$ cat config.mk
export PLATFORM = sky130hd
export DESIGN_NAME = prog_loader
export DESIGN_NICKNAME = d
export VERILOG_FILES = /design/src/rtl/prog_loader_pkg.sv /design/src/rtl/prog_loader_packer.sv /design/src/rtl/prog_loader.sv
export SDC_FILE = /design/constraint.sdc
export NUM_CORES = 1
export LEC_CHECK = 0
export BUFFER_PORTS_ARGS = -buffer_cell sky130_fd_sc_hd__clkbuf_2
export CAP_MARGIN = 20
export CORE_MARGIN = 5
export CORE_UTILIZATION = 58
export DETAILED_ROUTE_END_ITERATION = 7
export HOLD_SLACK_MARGIN = 0.03
export PLACE_DENSITY = 0.89
export RECOVER_POWER = 25
export SLEW_MARGIN = 20
export SYNTH_ARGS = -nofsm -noshare
export SYNTH_HDL_FRONTEND = slang
export SYNTH_HIERARCHICAL = 1
export SYNTH_SLANG_ARGS = --single-unit
$ cat constraint.sdc
create_clock -name clk -period 2.5 [get_ports clk]
set_clock_uncertainty 0.2 [all_clocks]
set_input_delay 0.125 -clock clk [delete_from_list [all_inputs] [get_ports clk]]
set_output_delay 0.125 -clock clk [all_outputs]
set_load 0.005 [all_outputs]
$ cat src/rtl/prog_loader_pkg.sv
// Shared loader definitions: FSM state encoding and instruction width.
package prog_loader_pkg;

    localparam int INSTR_W = 16;

    typedef enum logic [2:0] {
        ST_IDLE,
        ST_LEN_HI,
        ST_LEN_LO,
        ST_DATA_HI,
        ST_DATA_LO,
        ST_CSUM,
        ST_DONE,
        ST_ERR
    } ld_state_t;

    function automatic logic is_busy(input ld_state_t s);
        return (s == ST_LEN_HI) || (s == ST_LEN_LO) ||
               (s == ST_DATA_HI) || (s == ST_DATA_LO) ||
               (s == ST_CSUM);
    endfunction

endpackage

$ cat src/rtl/prog_loader_packer.sv
// Byte-pair packer: latches the high byte and registers the RAM write port.
import prog_loader_pkg::*;

module prog_loader_packer #(
    parameter int ADDR_W = 8
) (
    input  logic               clk,
    input  logic               rst,
    input  logic               hi_we,
    input  logic               lo_we,
    input  logic [7:0]         din,
    input  logic [ADDR_W-1:0]  waddr,
    output logic               mem_wren,
    output logic [ADDR_W-1:0]  mem_addr,
    output logic [INSTR_W-1:0] mem_data
);

    logic [7:0] hi_q;

    always_ff @(posedge clk) begin
        if (rst) begin
            hi_q     <= '0;
            mem_wren <= 1'b0;
            mem_addr <= '0;
            mem_data <= '0;
        end else begin
            mem_wren <= lo_we;
            if (hi_we) begin
                hi_q <= din;
            end
            // Address and data hold their last value between writes.
            if (lo_we) begin
                mem_addr <= waddr;
                mem_data <= {hi_q, din};
            end
        end
    end

endmodule

$ cat src/rtl/prog_loader.sv
// Program loader: framed byte stream in, 16-bit instruction RAM writes out.
import prog_loader_pkg::*;

module prog_loader #(
    parameter int ADDR_W    = 8,
    parameter int BASE_ADDR = 0
) (
    input  logic               clk,
    input  logic               rst,
    input  logic               start,
    input  logic               abort,
    input  logic               in_valid,
    input  logic [7:0]         in_data,
    output logic               in_ready,
    output logic               mem_wren,
    output logic [ADDR_W-1:0]  mem_addr,
    output logic [INSTR_W-1:0] mem_data,
    output logic               core_hold,
    output logic               done,
    output logic               err
);

    ld_state_t         state;
    ld_state_t         state_nxt;
    logic [7:0]        len_hi;
    logic [ADDR_W:0]   n_words;
    logic [ADDR_W:0]   idx;
    logic [ADDR_W:0]   idx_inc;
    logic [7:0]        sum;
    logic [7:0]        sum_nxt;
    logic [15:0]       len_full;
    logic              too_long;
    logic              accept;
    logic              begin_load;
    logic [ADDR_W-1:0] waddr;

    assign in_ready   = is_busy(state);
    assign accept     = in_valid && in_ready && !abort;
    assign begin_load = !is_busy(state) && start;
    assign len_full   = {len_hi, in_data};
    assign too_long   = 32'(len_full) > (32'd1 << ADDR_W);
    assign idx_inc    = idx + 1'b1;
    assign sum_nxt    = sum + in_data;
    assign waddr      = ADDR_W'(BASE_ADDR) + idx[ADDR_W-1:0];

    assign done      = (state == ST_DONE);
    assign err       = (state == ST_ERR);
    assign core_hold = is_busy(state) || (state == ST_ERR);

    always_ff @(posedge clk) begin
        if (rst) begin
            state <= ST_IDLE;
        end else begin
            state <= state_nxt;
        end
    end

    always_comb begin
        state_nxt = state;
        if (!is_busy(state)) begin
            if (start) begin
                state_nxt = ST_LEN_HI;
            end
        end else if (abort) begin
            state_nxt = ST_ERR;
        end else if (accept) begin
            unique case (state)
                ST_LEN_HI: state_nxt = ST_LEN_LO;
                ST_LEN_LO: begin
                    if (len_full == 16'd0) begin
                        state_nxt = ST_CSUM;
                    end else if (too_long) begin
                        state_nxt = ST_ERR;
                    end else begin
                        state_nxt = ST_DATA_HI;
                    end
                end
                ST_DATA_HI: state_nxt = ST_DATA_LO;
                ST_DATA_LO: begin
                    state_nxt = (idx_inc == n_words) ? ST_CSUM : ST_DATA_HI;
                end
                ST_CSUM: begin
                    state_nxt = (sum_nxt == 8'd0) ? ST_DONE : ST_ERR;
                end
                default: state_nxt = state;
            endcase
        end
    end

    always_ff @(posedge clk) begin
        if (rst) begin
            len_hi  <= '0;
            n_words <= '0;
            idx     <= '0;
            sum     <= '0;
        end else if (begin_load) begin
            idx <= '0;
            sum <= '0;
        end else if (accept) begin
            sum <= sum_nxt;
            if (state == ST_LEN_HI) begin
                len_hi <= in_data;
            end
            // Oversized lengths go to ERR, so truncation never matters.
            if (state == ST_LEN_LO) begin
                n_words <= len_full[ADDR_W:0];
            end
            if (state == ST_DATA_LO) begin
                idx <= idx_inc;
            end
        end
    end

    prog_loader_packer #(
        .ADDR_W(ADDR_W)
    ) u_packer (
        .clk      (clk),
        .rst      (rst),
        .hi_we    (accept && (state == ST_DATA_HI)),
        .lo_we    (accept && (state == ST_DATA_LO)),
        .din      (in_data),
        .waddr    (waddr),
        .mem_wren (mem_wren),
        .mem_addr (mem_addr),
        .mem_data (mem_data)
    );

endmodule

==> qor.csv <==
metric,value,unit
status,completed,
ANT nets after route,0,
Critical Path Start,in_data[6],
DP Cell Count,451,
drt first pass iters,5,
critical path endpoint category,register,
pin count of the biggest net entering global routing,54,
CTS Buf Count,9,
"CTS clk-pin slew, worst paths",0.08,ns
reg2reg path depth,8,
final setup vio count,0,
fin crit period,2.44,ns
crit path cell chain,dlygate4sd3_1 -> clkbuf_2 -> ha_1 -> a211oi_1 -> a2bb2oi_1 -> xnor2_1 -> nor4_1 -> a2111oi_1,
Final Instance Area,3930,µm²
LEAKAGE,1.53,nW
buffers and inverters on the worst path,2,
Yosys top cell area share,41.2,%
Routed WL per cell,15.8,µm
Place WS,0.108,ns
worst min path class,in2reg,
IO Count,42,
PnR worst setup slack,0.0648,ns
Post-Layout Cell Count,479,
Die X-Extent,86.6,µm
fraction of registers with async set/reset,0,%
Fin. Hold Viols,0,
I/O Buffers,41,
Clock Sinks,70,
sequential fraction of the synthesis area,41.2,%
Final #Nets,424,
Required @ worst endpoint,2.53,ns
chip height,86.6,µm
Fill cells,444,
Cell variety after synth,53,
fmax,411,MHz
number of H-tree branching levels,3,
Syn Nets,376,
initial DRC count,177,
row count,27,
Max-slew headroom,60.3,%
Worst Path Arrival,2.46,ns
vias per inst,5.57,
hold_ws,0.0836,ns
worst hold start,in_valid,
Max Cap Violations,0,
"area leader, netlist",dfxtp_1,
Final HPWL DP,5.00,mm
Max Buffers Root-to-Sink,2,
top cell family by delay on the critical path,compound AO/OA/AOI/OAI gates,
synthesized cell area,3400,µm²
initial antenna violation count,0,
Worst Tran Pin Value,0.595,ns
post-synthesis cell count,354,
Cells on Worst Hold Path,5,
Reg2Reg Capture Point,state[0]$_SDFFE_PP0P_,
Initial Util,60.6,%
Synth Flop Type,dfxtp_1,
DR vias,2670,
CTS tree,built,
#FFs+latches synth,70,
Top Usage Layer GRT,met2,
DR DRC count,0,
Critical Path Source Type,input port,
VDD IR max,475,µV
placed cell area,3600,µm²
"slowest stage delay, CP",0.53,ns
worst-skew pair later-pin latency,0.35,ns
area grow syn2layout,15.6,%
Routed WL,7.56,mm
fin. max-slew vios,0,
first-pass GRT wire length,12.8,mm
main area contributors after synthesis,"dfxtp_1 (41%), mux2i_1 (17%), nor2_1 (8.5%)",
layout cells sized above 1,16.7,%
Overflow after GRT,0,
reg2reg start,sum[0]$_SDFFE_PP0P_,
vias in the first global route,2771,
flop-to-flop setup slack,0.10,ns
power density over the cells,632,nW/µm²
slowest cell on the critical path,dlygate4sd3_1,
die area,7490,µm²
GRT met3 Usage,4.47,%
kind of critical path,in2reg,
grt met2 use,36.0,%
Syn Area/Cell,9.61,µm²
M1 GR Usage,26.0,%
Antenna diodes,0,
core area,5610,µm²
Post-CTS Setup Bufs,0,
Post-synth EDFFs,0,
gpl congestion,0.832,
Root Driver,clkbuf_8,
Max Fanout on Critical Path,6,
Worst Hold End,sum[2]$_SDFFE_PP0P_,
"Warnings, synthesis",6,
total track usage,21.7,%
crit share post-route,97.4,%
-- per-layer routing --
metal  part of all wire (%)  wire [µm]
met1                     41       3130
met2                     50       3810
met3                    5.7        431
met4                    2.5        191
met5                      0          0
-- where the power goes --
part	leakage, nW	switching [mW]	total [mW]	internal [mW]
clock network	0.0955	0.435	0.923	0.488
registers	0.566	0.0463	1.19	1.15
logic	0.870	0.202	0.369	0.168
total	1.53	0.683	2.49	1.80
-- cell usage in the layout, fill, tap and decap left out, types with 5 or more instances in the layout --
| master | count |
|---|---|
| nor2_1 | 77 |
| ha_1 | 7 |
| xor2_1 | 11 |
| dlygate4sd3_1 | 12 |
| clkbuf_8 | 10 |
| clkbuf_1 | 10 |
| dfxtp_1 | 69 |
| xnor2_1 | 15 |
| o21ai_0 | 5 |
| a21oi_1 | 10 |
| nor4_1 | 6 |
| mux2i_1 | 59 |
| nand2_1 | 13 |
| clkbuf_2 | 32 |
-- through the flow --
| stage | total power [mW] | setup TNS [ns] | util [%] |
|---|---|---|---|
| 2_1_floorplan | 1.47 | 0 | - |
| 3_3_place_gp | 1.54 | 0 | 64.2 |
| 3_5_place_dp | 1.56 | 0 | 64.2 |
| 4_1_cts | 2.49 | 0 | 69.9 |
| 5_1_grt | 2.59 | -0.00611 | 70.1 |
| 6_report | 2.49 | 0 | 70.1 |
-- worst max-delay path by stage --
stage	cells after the start	end	slack (ns)
4_1_cts	9	state[0]$_SDFFE_PP0P_	0.08
3_3_place_gp	9	state[0]$_SDFFE_PP0P_	0.24
3_5_place_dp	8	state[0]$_SDFFE_PP0P_	0.11
6_report	8	state[0]$_SDFFE_PP0P_	0.06
2_1_floorplan	8	state[0]$_SDFFE_PP0P_	0.32
5_1_grt	8	state[0]$_SDFFE_PP0P_	-0.006
-- area by class of cell --
cell class | instances | area [µm²] | share of cell area, %
clock buffer | 11 | 141 | 3.60
clock inverter | 5 | 58.8 | 1.50
inverter | 3 | 11.3 | 0.287
multi-input combinational | 260 | 1860 | 47.4
sequential | 70 | 1400 | 35.7
tap | 72 | 90.1 | 2.29
timing repair buffer | 58 | 364 | 9.26
-- Yosys cell counts (2+ instances only) --
library cell	number
nand2b_1	4
buf_4	4
nand2_1	13
nor4_1	6
inv_1	3
nor2b_1	3
ha_1	8
dfxtp_1	70
a21oi_1	10
xnor2_1	15
nor3b_1	2
a21o_1	3
nand4_1	4
o21bai_1	2
nor2_1	77
a311o_1	2
clkbuf_2	2
a211oi_1	4
xor2_1	11
mux2i_1	59
buf_12	2
buf_2	9
nor3_1	2
o21ai_0	5
nand3_1	4
clkbuf_1	3
-- worst reg2reg max path, delay by kind of cell (launching register included) --
family | cells | cell delay, ns
XOR/XNOR | 1 | 0.17
flip-flops | 1 | 0.31
AO/OA/AOI/OAI | 4 | 0.90
AND/OR/NAND/NOR | 1 | 0.08
adder cells (fa/ha/maj) | 2 | 0.62
-- registers in the layout, summed over array words and instances (netlist names) --
signal	cells
u_packer/mem_data	16
idx	9
n_words	9
len_hi	8
sum	8
u_packer/hi_q	8
u_packer/mem_addr	8
state	3
u_packer/mem_wren	1
-- cell families (layout without fill, tap and decap cells) --
group	count (synthesis)	after routing	share of synthesized area, %
fa+ha+maj	9	9	3.53
buf+inv	24	77	4.67
flops	70	70	41.2
xor+xnor	26	26	6.70
mux	60	60	17.7
simple gates	128	128	18.2
compound gates	37	37	7.98
-- timing repair --
item,CTS,global route
hold buffers,12,0
gates resized for setup,0,4
hold endpoints to repair,31,0
endpoints found under the setup margin,0,1
Note: power is estimated with default switching activity, not from simulation.
